File: src/rtl/butterfly_type2_inv.sv
// rtl/butterfly_type2_inv.sv - inverse type-2 radix-2 butterfly, 2-stage elastic pipeline
// Optional macro BUTTERFLY_INV_ROUND_EN: round-half-up with saturation instead of truncation.
module butterfly_type2_inv #(
    parameter int DATA_WIDTH = 16
) (
    input  logic                  clk,
    input  logic                  rst_n,
    input  logic                  en,
    input  logic                  s_valid,
    output logic                  s_ready,
    input  logic                  s_first,
    input  logic [DATA_WIDTH-1:0] s_real,
    input  logic [DATA_WIDTH-1:0] s_imag,
    output logic                  m_valid,
    input  logic                  m_ready,
    output logic [DATA_WIDTH-1:0] m_real0,
    output logic [DATA_WIDTH-1:0] m_imag0,
    output logic [DATA_WIDTH-1:0] m_real1,
    output logic [DATA_WIDTH-1:0] m_imag1,
    output logic                  pair_err
);

    localparam int W = DATA_WIDTH;

    typedef enum logic {
        WAIT_Y0 = 1'b0,
        WAIT_Y1 = 1'b1
    } state_t;

    state_t r_state;
    state_t w_state_nxt;

    logic [W-1:0] r_h_real;
    logic [W-1:0] r_h_imag;
    logic         r_s1_valid;
    logic [W:0]   r_sr;
    logic [W:0]   r_si;
    logic [W:0]   r_dr;
    logic [W:0]   r_di;
    logic         r_s2_valid;
    logic [W-1:0] r_real0;
    logic [W-1:0] r_imag0;
    logic [W-1:0] r_real1;
    logic [W-1:0] r_imag1;
    logic         r_pair_err;

    logic       w_s2_adv;
    logic       w_s1_free;
    logic       w_in_xfer;
    logic       w_pair_load;
    logic       w_hold_load;
    logic       w_resync;
    logic [W:0] w_sr;
    logic [W:0] w_si;
    logic [W:0] w_dr;
    logic [W:0] w_di;

    function automatic logic [W-1:0] half(input logic [W:0] x);
`ifdef BUTTERFLY_INV_ROUND_EN
        logic [W+1:0] t;
        logic [W:0]   q;
        t = {x[W], x} + (W+2)'(1);
        q = t[W+1:1];
        // Only the positive edge can overflow here; the negative clamp is kept for symmetry.
        if (q[W] != q[W-1]) begin
            half = q[W] ? {1'b1, {(W-1){1'b0}}} : {1'b0, {(W-1){1'b1}}};
        end else begin
            half = q[W-1:0];
        end
`else
        half = x[W:1];
`endif
    endfunction

    // Stage 1 may move forward when stage 2 is empty or emptying this cycle.
    assign w_s2_adv    = en & r_s1_valid & (~r_s2_valid | m_ready);
    assign w_s1_free   = ~r_s1_valid | w_s2_adv;
    assign s_ready     = rst_n & en & ((r_state == WAIT_Y0) | w_s1_free);
    assign w_in_xfer   = en & s_valid & s_ready;
    assign w_resync    = w_in_xfer & (r_state == WAIT_Y1) & s_first;
    assign w_pair_load = w_in_xfer & (r_state == WAIT_Y1) & ~s_first;
    assign w_hold_load = w_in_xfer & ((r_state == WAIT_Y0) | s_first);

    // Y0 comes from the hold register, Y1 is the sample on the input right now.
    assign w_sr = {r_h_real[W-1], r_h_real} + {s_real[W-1], s_real};
    assign w_si = {r_h_imag[W-1], r_h_imag} + {s_imag[W-1], s_imag};
    assign w_dr = {r_h_imag[W-1], r_h_imag} - {s_imag[W-1], s_imag};
    assign w_di = {s_real[W-1], s_real} - {r_h_real[W-1], r_h_real};

    always_comb begin
        w_state_nxt = r_state;
        case (r_state)
            WAIT_Y0: if (w_in_xfer) w_state_nxt = WAIT_Y1;
            WAIT_Y1: if (w_pair_load) w_state_nxt = WAIT_Y0;
            default: w_state_nxt = WAIT_Y0;
        endcase
    end

    always_ff @(posedge clk or negedge rst_n) begin
        if (!rst_n) begin
            r_state <= WAIT_Y0;
        end else if (en) begin
            r_state <= w_state_nxt;
        end
    end

    always_ff @(posedge clk or negedge rst_n) begin
        if (!rst_n) begin
            r_h_real   <= '0;
            r_h_imag   <= '0;
            r_s1_valid <= 1'b0;
            r_sr       <= '0;
            r_si       <= '0;
            r_dr       <= '0;
            r_di       <= '0;
            r_s2_valid <= 1'b0;
            r_real0    <= '0;
            r_imag0    <= '0;
            r_real1    <= '0;
            r_imag1    <= '0;
            r_pair_err <= 1'b0;
        end else if (en) begin
            if (w_hold_load) begin
                r_h_real <= s_real;
                r_h_imag <= s_imag;
            end
            if (w_resync) begin
                r_pair_err <= 1'b1;
            end
            if (w_pair_load) begin
                r_sr <= w_sr;
                r_si <= w_si;
                r_dr <= w_dr;
                r_di <= w_di;
            end
            r_s1_valid <= w_pair_load | (r_s1_valid & ~w_s2_adv);
            if (w_s2_adv) begin
                r_real0 <= half(r_sr);
                r_imag0 <= half(r_si);
                r_real1 <= half(r_dr);
                r_imag1 <= half(r_di);
            end
            r_s2_valid <= w_s2_adv | (r_s2_valid & ~m_ready);
        end
    end

    assign m_valid  = r_s2_valid;
    assign m_real0  = r_real0;
    assign m_imag0  = r_imag0;
    assign m_real1  = r_real1;
    assign m_imag1  = r_imag1;
    assign pair_err = r_pair_err;

endmodule
File: config.mk
export PLATFORM = sky130hd
export DESIGN_NAME = butterfly_type2_inv
export DESIGN_NICKNAME = d
export VERILOG_FILES = /design/src/rtl/butterfly_type2_inv.sv
export SDC_FILE = /design/constraint.sdc
export NUM_CORES = 1
export LEC_CHECK = 0
export ABC_CLOCK_PERIOD_IN_PS = 3250
export CAP_MARGIN = 10
export CORE_ASPECT_RATIO = 0.6
export CORE_MARGIN = 4
export CORE_UTILIZATION = 25
export CTS_CLUSTER_DIAMETER = 120
export CTS_CLUSTER_SIZE = 30
export DETAILED_ROUTE_END_ITERATION = 16
export GPL_ROUTABILITY_DRIVEN = 0
export HOLD_SLACK_MARGIN = 0.12
export PLACE_DENSITY = 0.48
export SLEW_MARGIN = 30
export SYNTH_ARGS = -nofsm -noshare
export SYNTH_HDL_FRONTEND = slang
export SYNTH_SLANG_ARGS = --single-unit
File: constraint.sdc
create_clock -name clk -period 3.25 [get_ports clk]
set_input_delay 0.4875 -clock clk [delete_from_list [all_inputs] [get_ports clk]]
set_output_delay 0.4875 -clock clk [all_outputs]
set_load 0.01 [all_outputs]
==> metrics <==
core area=35,280 µm²; kind of critical path=in2reg; Min-Delay Path Class=in2async; area growth from synthesis to final layout=26.59%; Placed Instance Area=10,800 µm²; Internal Power=5.743 mW; fraction of final layout cells sized beyond drive strength 1=17.15%; number of pins with negative max-slew slack in the final report=0; post-synth net total=982; count of pins on the block boundary=105; gate count of the mapped netlist=880; root buffer cell=sky130_fd_sc_hd__clkbuf_16; distinct cell type count after synthesis=65; # H-tree levels=4; outcome=finished clean; Pwr Density=781.9 nW/µm²; count of buffers inserted at the top-level ports=104; most area-hungry cell type in the Yosys netlist=sky130_fd_sc_hd__dfrtp_1; filler cell count=3,636; Max clock buf depth=2; Antenna Diode Count=0; clock-pin slew reported for the worst setup and hold paths after clock tree synthesis=70 ps; routed length per placed instance=16.13 µm; number of cells upsized or downsized after cts=0; combinational fraction of design power=39.5%; detailed-route wire length=23,810 µm; pin count of the biggest net entering global routing=116; CTS Sinks=164; fraction of synthesized cell area taken by the top area cell type=45.60%; Post-synth ARST share=100.0%; switch share=35.54%; initial antenna violation count=0; Netlist Area Pre-Place=9000 µm²; Yosys reg bits=164; unrepaired setup endpoints after global routing=no; NetSw=3.166 mW; # nets final=1,098; RR Startpoint=r_h_real[0]$_DFFE_PN0P_; clock latency at the later pin of the worst-skew pair=450 ps; final non-filler cell area=11,390 µm²; DRC violations left=0; number of endpoints with negative hold slack in the final report=0; total die area=39,200 µm²; total setup violations reported at the end of the flow=0; clock buffers created by TritonCTS=17; minimum period implied by the final worst setup slack=2843 ps; worst slew pin tran=732.0 ps; Post CTS Setup Buffer Count=0; die boundary height=155.0 µm; data required time at the worst endpoint=3570 ps; total gr overflow=0; most frequently used cell type in the post-synthesis netlist=sky130_fd_sc_hd__dfrtp_1; Clk network pwr share=22.8%; most numerous cell types in the synthesized netlist=sky130_fd_sc_hd__dfrtp_1, sky130_fd_sc_hd__nand2_1, sky130_fd_sc_hd__o21ai_0; slew margin rel.=51.20%; cell with the largest stage delay on the worst path=sky130_fd_sc_hd__clkdlybuf4s50_1; top flip-flop cell by instance count after synthesis=sky130_fd_sc_hd__dfrtp_1; nature of the critical path startpoint=input pin; 1st-iter DRT viols=459; global-route total usage across every layer=12.48%; number of enable-type register cells in the synthesized netlist=0; R2R setup slack=550 ps; Worst Path Arrival=3170 ps; maximum VDD drop=0.3661 mV; via count of the first global-routing pass=6,503; Leakage=5.189 nW; first-pass GRT wire length=38,050 µm; standard-cell row count=53; routed vias/inst=4.501; register area share after synthesis=45.60%; via count of the routed design=6,643; type of destination of the critical path=flip-flop; largest clock skew in the final design=12.17 ps; width of the chip=252.9 µm; post-cts hold buffer count=0; Layout Utilization=32.30%; Worst Setup SP=s_real[1]; count of max-cap constraint violations=0; top cells by area, synth=sky130_fd_sc_hd__dfrtp_1, sky130_fd_sc_hd__mux2_2, sky130_fd_sc_hd__ha_1; count of synthesis-stage warnings from yosys=0; portion of the clock cycle consumed by the worst path in the final layout=87.48%; detailed-router iteration count before antenna repair=5; Cell Chain, Critical Path=clkdlybuf4s50_1 > inv_1 > fa_1 > or2b_1 > a21oi_1 > o2111ai_1 > a311oi_2 > nor2_1 > a221oi_1 > o21ai_0; max incr delay on CP=550 ps; starting density of the core=25.51%; remaining number of nets flagged by the antenna check after routing=0; syn_area_per_cell=10.23 µm²; largest fanout of any net on the critical path=3; part of the total power dissipated in sequential elements=37.7%; highest attainable clock frequency=0.3517 GHz; TritonCTS clock tree=built; HPWL after detailed placement=17,470 µm
-- routing by layer --
layer,global-route usage [%],share of wire [%]
met3,3.191,5.1
met4,2.913,0.94
met5,0,0
met2,16.35,39
met1,20.00,55
-- layout make-up --
class	instances	area [µm²]	share of cell area (%)
Clock buffer	17	425.4	3.734
Sequential cell	164	4104	36.02
Tap cell	467	584.3	5.128
Timing Repair Buffer	145	1420	12.46
Multi-Input combinational cell	606	4463	39.17
Inverter	62	232.7	2.043
Clock inverter	15	163.9	1.439
-- stage by stage --
| stage | hold WS [ps] | TNS [ps] | worst slack (ps) | power [mW] | instances |
|---|---|---|---|---|---|
| floorplan | 191.9 | 0 | 651.8 | 5.260 | 880 |
| global placement | 461.2 | -0.3528 | -0.3528 | 6.910 | 1443 |
| detailed placement | 464.6 | -73.59 | -41.91 | 6.945 | 1444 |
| CTS | 186.4 | 0 | 437.3 | 9.050 | 1476 |
| global route | 199.1 | 0 | 253.0 | 9.575 | 1476 |
| finish | 98.92 | 0 | 406.9 | 8.909 | 1476 |
-- power by group through the flow --
| stage | clock [mW] | combinational (mW) | sequential [mW] |
|---|---|---|---|
| 5_1_grt | 2.20 | 3.89 | 3.48 |
| 2_1_floorplan | 0 | 1.82 | 3.44 |
| 3_3_place_gp | 0 | 3.50 | 3.41 |
| 4_1_cts | 2.12 | 3.55 | 3.38 |
| 6_report | 2.03 | 3.52 | 3.36 |
| 3_5_place_dp | 0 | 3.53 | 3.42 |
-- path summary, 6_finish.rpt --
check / to / cells past startpoint
setup / recovery: r_di[16]$_DFFE_PN0P_ / 10
hold / removal: r_h_real[5]$_DFFE_PN0P_ / 2
setup reg to reg: r_sr[16]$_DFFE_PN0P_ / 9
hold reg to reg: r_di[7]$_DFFE_PN0P_ / 2
max in group asynchronous: r_h_real[13]$_DFFE_PN0P_ / 3
min in group clk: r_di[7]$_DFFE_PN0P_ / 2
-- worst max-delay path, delay by kind of cell --
family / cells / cell delay (ps)
AOI/OAI and AO/OA: 5 / 1200
adders and majority gates: 1 / 460
buffers and inverters: 2 / 650
and+or+nand+nor: 2 / 360
-- cell usage in the layout, fill, tap and decap left out, types with 4 or more instances in the layout --
master,instances
sky130_fd_sc_hd__fa_1,4
sky130_fd_sc_hd__xor2_1,7
sky130_fd_sc_hd__o21ai_0,84
sky130_fd_sc_hd__a211oi_1,6
sky130_fd_sc_hd__mux2_2,84
sky130_fd_sc_hd__clkbuf_16,17
sky130_fd_sc_hd__ha_1,60
sky130_fd_sc_hd__nand2b_1,6
sky130_fd_sc_hd__a21oi_1,47
sky130_fd_sc_hd__o211ai_1,5
sky130_fd_sc_hd__nor3_1,10
sky130_fd_sc_hd__a21o_1,13
sky130_fd_sc_hd__and2_1,4
sky130_fd_sc_hd__buf_12,4
sky130_fd_sc_hd__o31ai_1,11
sky130_fd_sc_hd__xnor2_1,43
sky130_fd_sc_hd__nand3_1,10
sky130_fd_sc_hd__nand2_1,101
sky130_fd_sc_hd__inv_1,62
sky130_fd_sc_hd__clkdlybuf4s50_1,103
sky130_fd_sc_hd__nor2_1,32
sky130_fd_sc_hd__a31oi_1,6
sky130_fd_sc_hd__inv_8,5
sky130_fd_sc_hd__o21a_1,4
sky130_fd_sc_hd__buf_4,36
sky130_fd_sc_hd__nor2b_1,9
sky130_fd_sc_hd__o21ai_1,4
sky130_fd_sc_hd__dfrtp_1,164
sky130_fd_sc_hd__o21bai_1,4
-- cell families (layout without fill, tap and decap cells) --
kind of cell	Yosys count	in the layout	share of synthesized area, %
compound gates	214	214	15.00
xor+xnor	50	50	4.866
fa+ha+maj	64	64	9.231
buf+inv	110	239	5.019
flops	164	164	45.60
mux	84	84	10.51
simple gates	194	194	9.774
-- sequential cells by signal, summed over array words and instances (netlist names) --
name	flops
m_valid	1
r_sr	16
m_imag0	16
r_h_imag	16
m_real1	16
r_state	1
r_h_real	16
m_imag1	16
r_si	16
m_real0	16
r_di	16
r_s1_valid	1
r_dr	16
pair_err	1
Power figures use the tool's default switching activity.
